**config.mk**
```make
export PLATFORM = sky130hd
export DESIGN_NAME = mod_n_down_timer
export DESIGN_NICKNAME = d
export VERILOG_FILES = /design/src/rtl/mod_n_down_timer.sv
export SDC_FILE = /design/constraint.sdc
export NUM_CORES = 1
export LEC_CHECK = 0
export CAP_MARGIN = 20
export CORE_MARGIN = 2
export CORE_UTILIZATION = 49
export CTS_CLUSTER_SIZE = 30
export DETAILED_ROUTE_END_ITERATION = 8
export PLACE_DENSITY = 0.78
export SYNTH_ARGS = -nofsm -noshare
export SYNTH_HDL_FRONTEND = slang
export SYNTH_SLANG_ARGS = --single-unit
```
**constraint.sdc**
```tcl
create_clock -name clk -period 2.9 [get_ports clk]
set_clock_uncertainty 0.15 [all_clocks]
set_input_delay 0.58 -clock clk [delete_from_list [all_inputs] [get_ports clk]]
set_output_delay 0.58 -clock clk [all_outputs]
set_load 0.02 [all_outputs]
```
**src/rtl/mod_n_down_timer.sv**
```systemverilog
// Loadable mod-N down-counter/timer: counts L..0 on enabled cycles, flags terminal
// count, and either stops (one-shot) or reloads L with no gap cycle (auto-reload).
module mod_n_down_timer #(
  parameter int WIDTH = 8
) (
  input  logic             clk,
  input  logic             rst_n,
  input  logic             load_valid,
  output logic             load_ready,
  input  logic [WIDTH-1:0] load_value,
  input  logic             load_auto,
  input  logic             enable,
  input  logic             abort,
  output logic [WIDTH-1:0] count,
  output logic             busy,
  output logic             done,
  output logic             tc_pulse
);

  typedef enum logic [1:0] {
    IDLE = 2'd0,
    RUN  = 2'd1,
    DONE = 2'd2
  } state_t;

  localparam logic [WIDTH-1:0] ONE = {{(WIDTH-1){1'b0}}, 1'b1};

  state_t           state_reg;
  logic [WIDTH-1:0] count_reg;
  logic [WIDTH-1:0] reload_reg;
  logic             auto_reg;
  logic             busy_reg;
  logic             done_reg;
  logic             tc_reg;

  // A load can only land when the timer is not running; abort vetoes it.
  assign load_ready = (state_reg != RUN) && !abort;

  always_ff @(posedge clk or negedge rst_n) begin
    if (!rst_n) begin
      state_reg  <= IDLE;
      count_reg  <= '0;
      reload_reg <= '0;
      auto_reg   <= 1'b0;
      busy_reg   <= 1'b0;
      done_reg   <= 1'b0;
      tc_reg     <= 1'b0;
    end else begin
      tc_reg <= 1'b0;
      case (state_reg)
        RUN: begin
          if (abort) begin
            state_reg <= IDLE;
            count_reg <= '0;
            busy_reg  <= 1'b0;
          end else if (enable) begin
            if (count_reg == '0) begin
              tc_reg <= 1'b1;
              if (auto_reg) begin
                count_reg <= reload_reg;
              end else begin
                state_reg <= DONE;
                busy_reg  <= 1'b0;
                done_reg  <= 1'b1;
              end
            end else begin
              count_reg <= count_reg - ONE;
            end
          end
        end
        default: begin
          // IDLE and DONE behave alike apart from the done flag.
          if (load_valid && load_ready) begin
            state_reg  <= RUN;
            count_reg  <= load_value;
            reload_reg <= load_value;
            auto_reg   <= load_auto;
            busy_reg   <= 1'b1;
            done_reg   <= 1'b0;
          end else if (abort) begin
            state_reg <= IDLE;
            count_reg <= '0;
            done_reg  <= 1'b0;
          end
        end
      endcase
    end
  end

  assign count    = count_reg;
  assign busy     = busy_reg;
  assign done     = done_reg;
  assign tc_pulse = tc_reg;

endmodule

```
-- Word level (Yosys, flattened, before mapping)
Index checks and enable logic that the tools add are counted.
- flip-flop bits (word level): 22
- latch bits: 0
- bits in writable memories: 0
- ROM bits: 0
- bits of input ports: 14
- output and inout bits: 12
- word-level logic and storage cells: 61
- memories: 0
- add/sub/neg operators: 1
- multiply operators: 0
- divide/modulo/power cells: 0
- $lt $le $gt $ge: 0
- equality and inequality tests: 10
- shift operators: 0
- multiplexer cells: 31
- bitwise operators: 1
- reductions and logical operators: 11
- operators by type and width (cell ; number):
    $mux 8 ; 7
    $mux 1 ; 17
    $mux 2 ; 7
    $ne 3x3->1 const B ; 3
    $logic_not 8->1 ; 1
    $ne 2x2->1 const B ; 4
    $reduce_and 4->1 ; 2
    $sub 8x1->8 const B ; 1
    $reduce_and 5->1 ; 1
    $ne 4x4->1 const B ; 1
    $reduce_and 3->1 ; 1
    $reduce_bool 3->1 ; 1
    $eq 2x1->1 const B ; 1
    $logic_and 1x1->1 ; 2
    $ne 2x1->1 const B ; 1
    $reduce_and 2->1 ; 1
    $reduce_bool 2->1 ; 1
    $logic_not 1->1 ; 1
    $not 1->1 ; 1

-- Logic depth before layout (Yosys ltp)
- word-level depth: 5
- depth in mapped cells: 8
- depth with buffers taken out: 7

-- Least setup slack after synthesis
No wires, ideal clock.
- path kind: reg2reg
- start: reg count_reg[0] (netlist: count[0])
- end: reg count_reg[0] (netlist: count[0])
- setup time: 118 ps
- arrival: 1898 ps
- data required time: 2632 ps
- path slack: 734 ps
- cell stages (with the launch flop): 8
- path buffers: 1
- period minus slack after synthesis: 2166 ps
- path through: dfrtp_1 inv_1 ha_1 or4b_4 o31ai_4 a21oi_2 buf_6 a21o_1
- longest elaborated chain between the ends: 5
- elaborated cells between the ends (all ways): 8
- those cells by class: add/sub (1); eq/ne (1); mux (4); reduce/logical (2)
- ends and longest elaborated chain (what ; line ; source):
    from (decl) ; 29 ; logic [WIDTH-1:0] count_reg;
    from (signal assigned) ; 60 ; count_reg <= reload_reg;
    from (signal assigned) ; 67 ; count_reg <= count_reg - ONE;
    from (signal assigned) ; 75 ; count_reg <= load_value;
    $sub 8x1->8 or $logic_not 8->1 (tied branches) ; 67, 57 ;
    $mux 8 ; 57 ; if (count_reg == '0) begin
    $mux 8 ; 56 ; end else if (enable) begin
    $mux 8 ; 52 ; if (abort) begin
    $mux 8 ; 50 ; case (state_reg)
Parallel ways exist; a longest one is shown, timed or not. The select of a mux whose other input is x is not followed.
A chain may end at the register's enable or synchronous reset.

-- Final worst setup path
- start: in abort
- end: out load_ready
- longest elaborated chain between the ends: 2
- ends and longest elaborated chain (what ; line ; source):
    from (decl) ; 13 ; input logic abort,
    $logic_not 1->1 ; 37 ; assign load_ready = (state_reg != RUN) && !abort;
    $logic_and 1x1->1 ; 37 ;
    to (decl) ; 9 ; output logic load_ready,
No other way between the ends.

==> impl_metrics.py <==
metrics = {
    "final_layout": {
        "antenna_cells": 0,
        "syn2layout_area_growth_pct": 27.2,
        "final_nets": 182,
        "fin_cells": 195,
        "fin_util": 0.639,
        "drive_gt1_frac": 0.0909,
    },
    "sta": {
        "min_period_ns": 2.65,
        "rsz0062_at_grt": "false",
        "tightest_slew_ns": 0.701,
        "setup_violations": 0,
        "relSlewSlack": 0.526,
        "fin_tns_setup_ns": 0,
        "max_freq_mhz": 377,
        "period_share": 0.915,
        "drv_slew": 0,
        "hold_viol": 0,
    },
    "setup_path": {
        "slowest_delay_ns": 0.62,
        "arrival_ns": 1.92,
        "endpoint": "load_ready",
        "critPathKind": "primary input to primary output",
        "crit_slowest_cell": "clkdlybuf4s50_1",
        "worstPathCellList": "clkdlybuf4s50_1, nor2_1, clkdlybuf4s50_1",
        "startpoint_type": "primary input",
        "r2r_slack_ns": 0.57,
        "critical_path.most_common_cell": "clkdlybuf4s50_1",
        "cp-end-kind": "primary output",
        "worstSetupStartpoint": "abort",
        "cp_num_cells": 3,
        "reg2reg_to": "count[0]$_DFFE_PN0P_",
        "cp.required_ns": 2.17,
        "r2r_cells": 7,
        "path_max_fanout": 7,
        "r2r-start": "count[0]$_DFFE_PN0P_",
        "cp_num_buf_inv": 2,
        "cpLargestDelayFamily": "buffers and inverters",
    },
    "global_route": {
        "grt_max_degree": 23,
        "grt_pass1_wl_um": 4620,
        "grtUsageTotal": 0.223,
        "antenna_found_initial": 0,
        "grt_pass1_vias": 1028,
        "grt.overflow.total": 0,
    },
    "power_and_ir_drop": {
        "peakVddDrop_v": 0.000377,
        "power_switching_uw": 319,
        "p_seq_frac": 0.420,
        "p_per_area_nw_per_um2": 622,
        "pwr-share-comb": 0.332,
        "p_int_uw": 638,
        "p_leak_nw": 0.701,
        "switching_share": 0.333,
        "power_frac_clock": 0.248,
    },
    "floorplanning": {
        "std_cell_rows": 18,
        "start_util": 0.502,
        "ios": 26,
        "die-height_um": 53.7,
        "dieArea_um2": 2880,
        "fp.coreArea_um2": 2410,
        "die_w_um": 53.7,
    },
    "detailed_routing": {
        "vias": 1115,
        "drt-wirelength-per-cell_um": 14.6,
        "first_pass_iters": 4,
        "drc": 0,
        "drtAntennaViolNets": 0,
        "routed_wl_um": 2840,
        "via_per_inst": 5.72,
        "drt_first_iter_violations": 41,
    },
    "clock_network": {
        "cts_max_path_buffers": 2,
        "numCtsBuffers": 3,
        "cts_tree": "done",
        "h-tree-depth": 1,
        "clkLatencyLatePin_ns": 0.31,
        "cts_resized": 0,
        "clockRootBuffer": "clkbuf_4",
        "cts_hold_buffers": 0,
        "postCtsSetupRepairBufs": 0,
        "clkSinkCount": 22,
        "clk_pin_slew_ns": 0.12,
    },
    "synthesis": {
        "syn-num-nets": 153,
        "syn_avg_cell_area_um2": 8.83,
        "yosysMostFrequentCell": "nand2_1",
        "synthesis.area_um2": 1210,
        "ys_ff_latch": 22,
        "synth-async-reset-ratio": 1.00,
        "synthCells": 137,
        "synth_warnings": 0,
        "synth_top_flop_cell": "dfrtp_1",
        "ys_seq_area_frac": 0.455,
        "yosysTopAreaCellShare": 0.455,
        "synth_area_leader_cell": "dfrtp_1",
        "yosysUniqueCellTypes": 37,
        "synthTopCellsByCount": "nand2_1, dfrtp_1, nor2_1",
        "synth-edff-count": 0,
        "synthTopCellsByArea": "dfrtp_1, nand2_1, nor2_1, nand3_1, a31oi_1",
    },
    "placed_design": {
        "dp_hpwl_um": 2020,
        "placedCellCount": 191,
        "gp_congestion": 0.864,
        "io_buffers": 25,
    },
    "outcome": {
        "outcome": "finished clean",
    },
    "job": {
        "maxCapViolations": 0,
    },
    "worst_hold_path": {
        "hp-class": "register to register",
    },
}
==> worst reg2reg max path: cells and delay by family (launching register included) <==
| kind | cells | cell delay (ns) |
|---|---|---|
| AO/OA/AOI/OAI | 2 | 0.26 |
| flip-flops | 1 | 0.44 |
| adder cells (fa/ha/maj) | 1 | 0.21 |
| buffers and inverters | 1 | 0.11 |
| AND/OR/NAND/NOR | 3 | 1.07 |
==> power by group through the flow <==
stage / logic (mW) / clock network, mW / registers (mW)
2_1_floorplan: 0.187 / 0 / 0.419
3_3_place_gp: 0.305 / 0 / 0.404
3_5_place_dp: 0.314 / 0 / 0.406
4_1_cts: 0.317 / 0.240 / 0.401
5_1_grt: 0.347 / 0.252 / 0.410
6_report: 0.318 / 0.237 / 0.402
==> cell usage in the layout, fill, tap and decap left out, types with 2 or more instances in the layout <==
cell type	count
or3_1	2
a21o_1	2
a22o_1	2
nor2b_1	2
dfrtp_1	22
mux2_2	2
ha_1	2
buf_4	2
nand3_1	8
inv_1	4
a31oi_1	6
clkdlybuf4s50_1	25
nand3b_1	2
a21oi_1	3
nor3_1	2
nor2_1	11
o21ai_0	3
clkbuf_4	3
nand2_1	40
o211ai_1	2
and3_1	2
==> cell families after synthesis <==
logic type      count (synthesis)  synth area share
mux                             2            0.0186
fa+ha+maj                       2            0.0207
simple gates                   76             0.294
compound gates                 27             0.171
xor+xnor                        1           0.00724
buf+inv                         7            0.0341
flops                          22             0.455
==> layer usage <==
metal	vias up	part of all wire	track usage
met5	-	0	0
met4	0	0.013	0.0769
met3	5	0.045	0.0250
met2	37	0.50	0.402
met1	535	0.44	0.273
li1	538	-	-
==> per-stage QoR <==
step | hold WS [ns] | area [µm²] | power [mW] | setup WS, ns
2_1_floorplan | 0.134 | 1210 | 0.606 | 0.734
3_3_place_gp | 0.309 | 1490 | 0.709 | 0.302
3_5_place_dp | 0.313 | 1490 | 0.721 | 0.261
4_1_cts | 0.344 | 1540 | 0.958 | 0.250
5_1_grt | 0.374 | 1540 | 1.01 | 0.190
6_report | 0.348 | 1540 | 0.957 | 0.246
==> worst min path at each step <==
| stage | start | end | slack [ns] | depth (start not counted) |
|---|---|---|---|---|
| 6_report | reload_reg[4]$_DFFE_PN0P_ | reload_reg[4]$_DFFE_PN0P_ | 0.35 | 2 |
| 5_1_grt | reload_reg[3]$_DFFE_PN0P_ | reload_reg[3]$_DFFE_PN0P_ | 0.37 | 2 |
| 4_1_cts | reload_reg[6]$_DFFE_PN0P_ | reload_reg[6]$_DFFE_PN0P_ | 0.34 | 2 |
| 3_5_place_dp | reload_reg[6]$_DFFE_PN0P_ | reload_reg[6]$_DFFE_PN0P_ | 0.31 | 2 |
| 3_3_place_gp | reload_reg[1]$_DFFE_PN0P_ | reload_reg[1]$_DFFE_PN0P_ | 0.31 | 2 |
| 2_1_floorplan | rst_n | auto_reg$_DFFE_PN0P_ | 0.13 | 0 |
==> cell type report <==
type                    count  area (µm²)
multi-input cells         108         618
clock inverters             1        30.0
repair buffers             27         265
clock buffers               3        22.5
flip-flops and latches     22         551
inverters                   4        15.0
fillers                   199         871
well taps                  30        37.5
(Power assumes the default switching activity.)
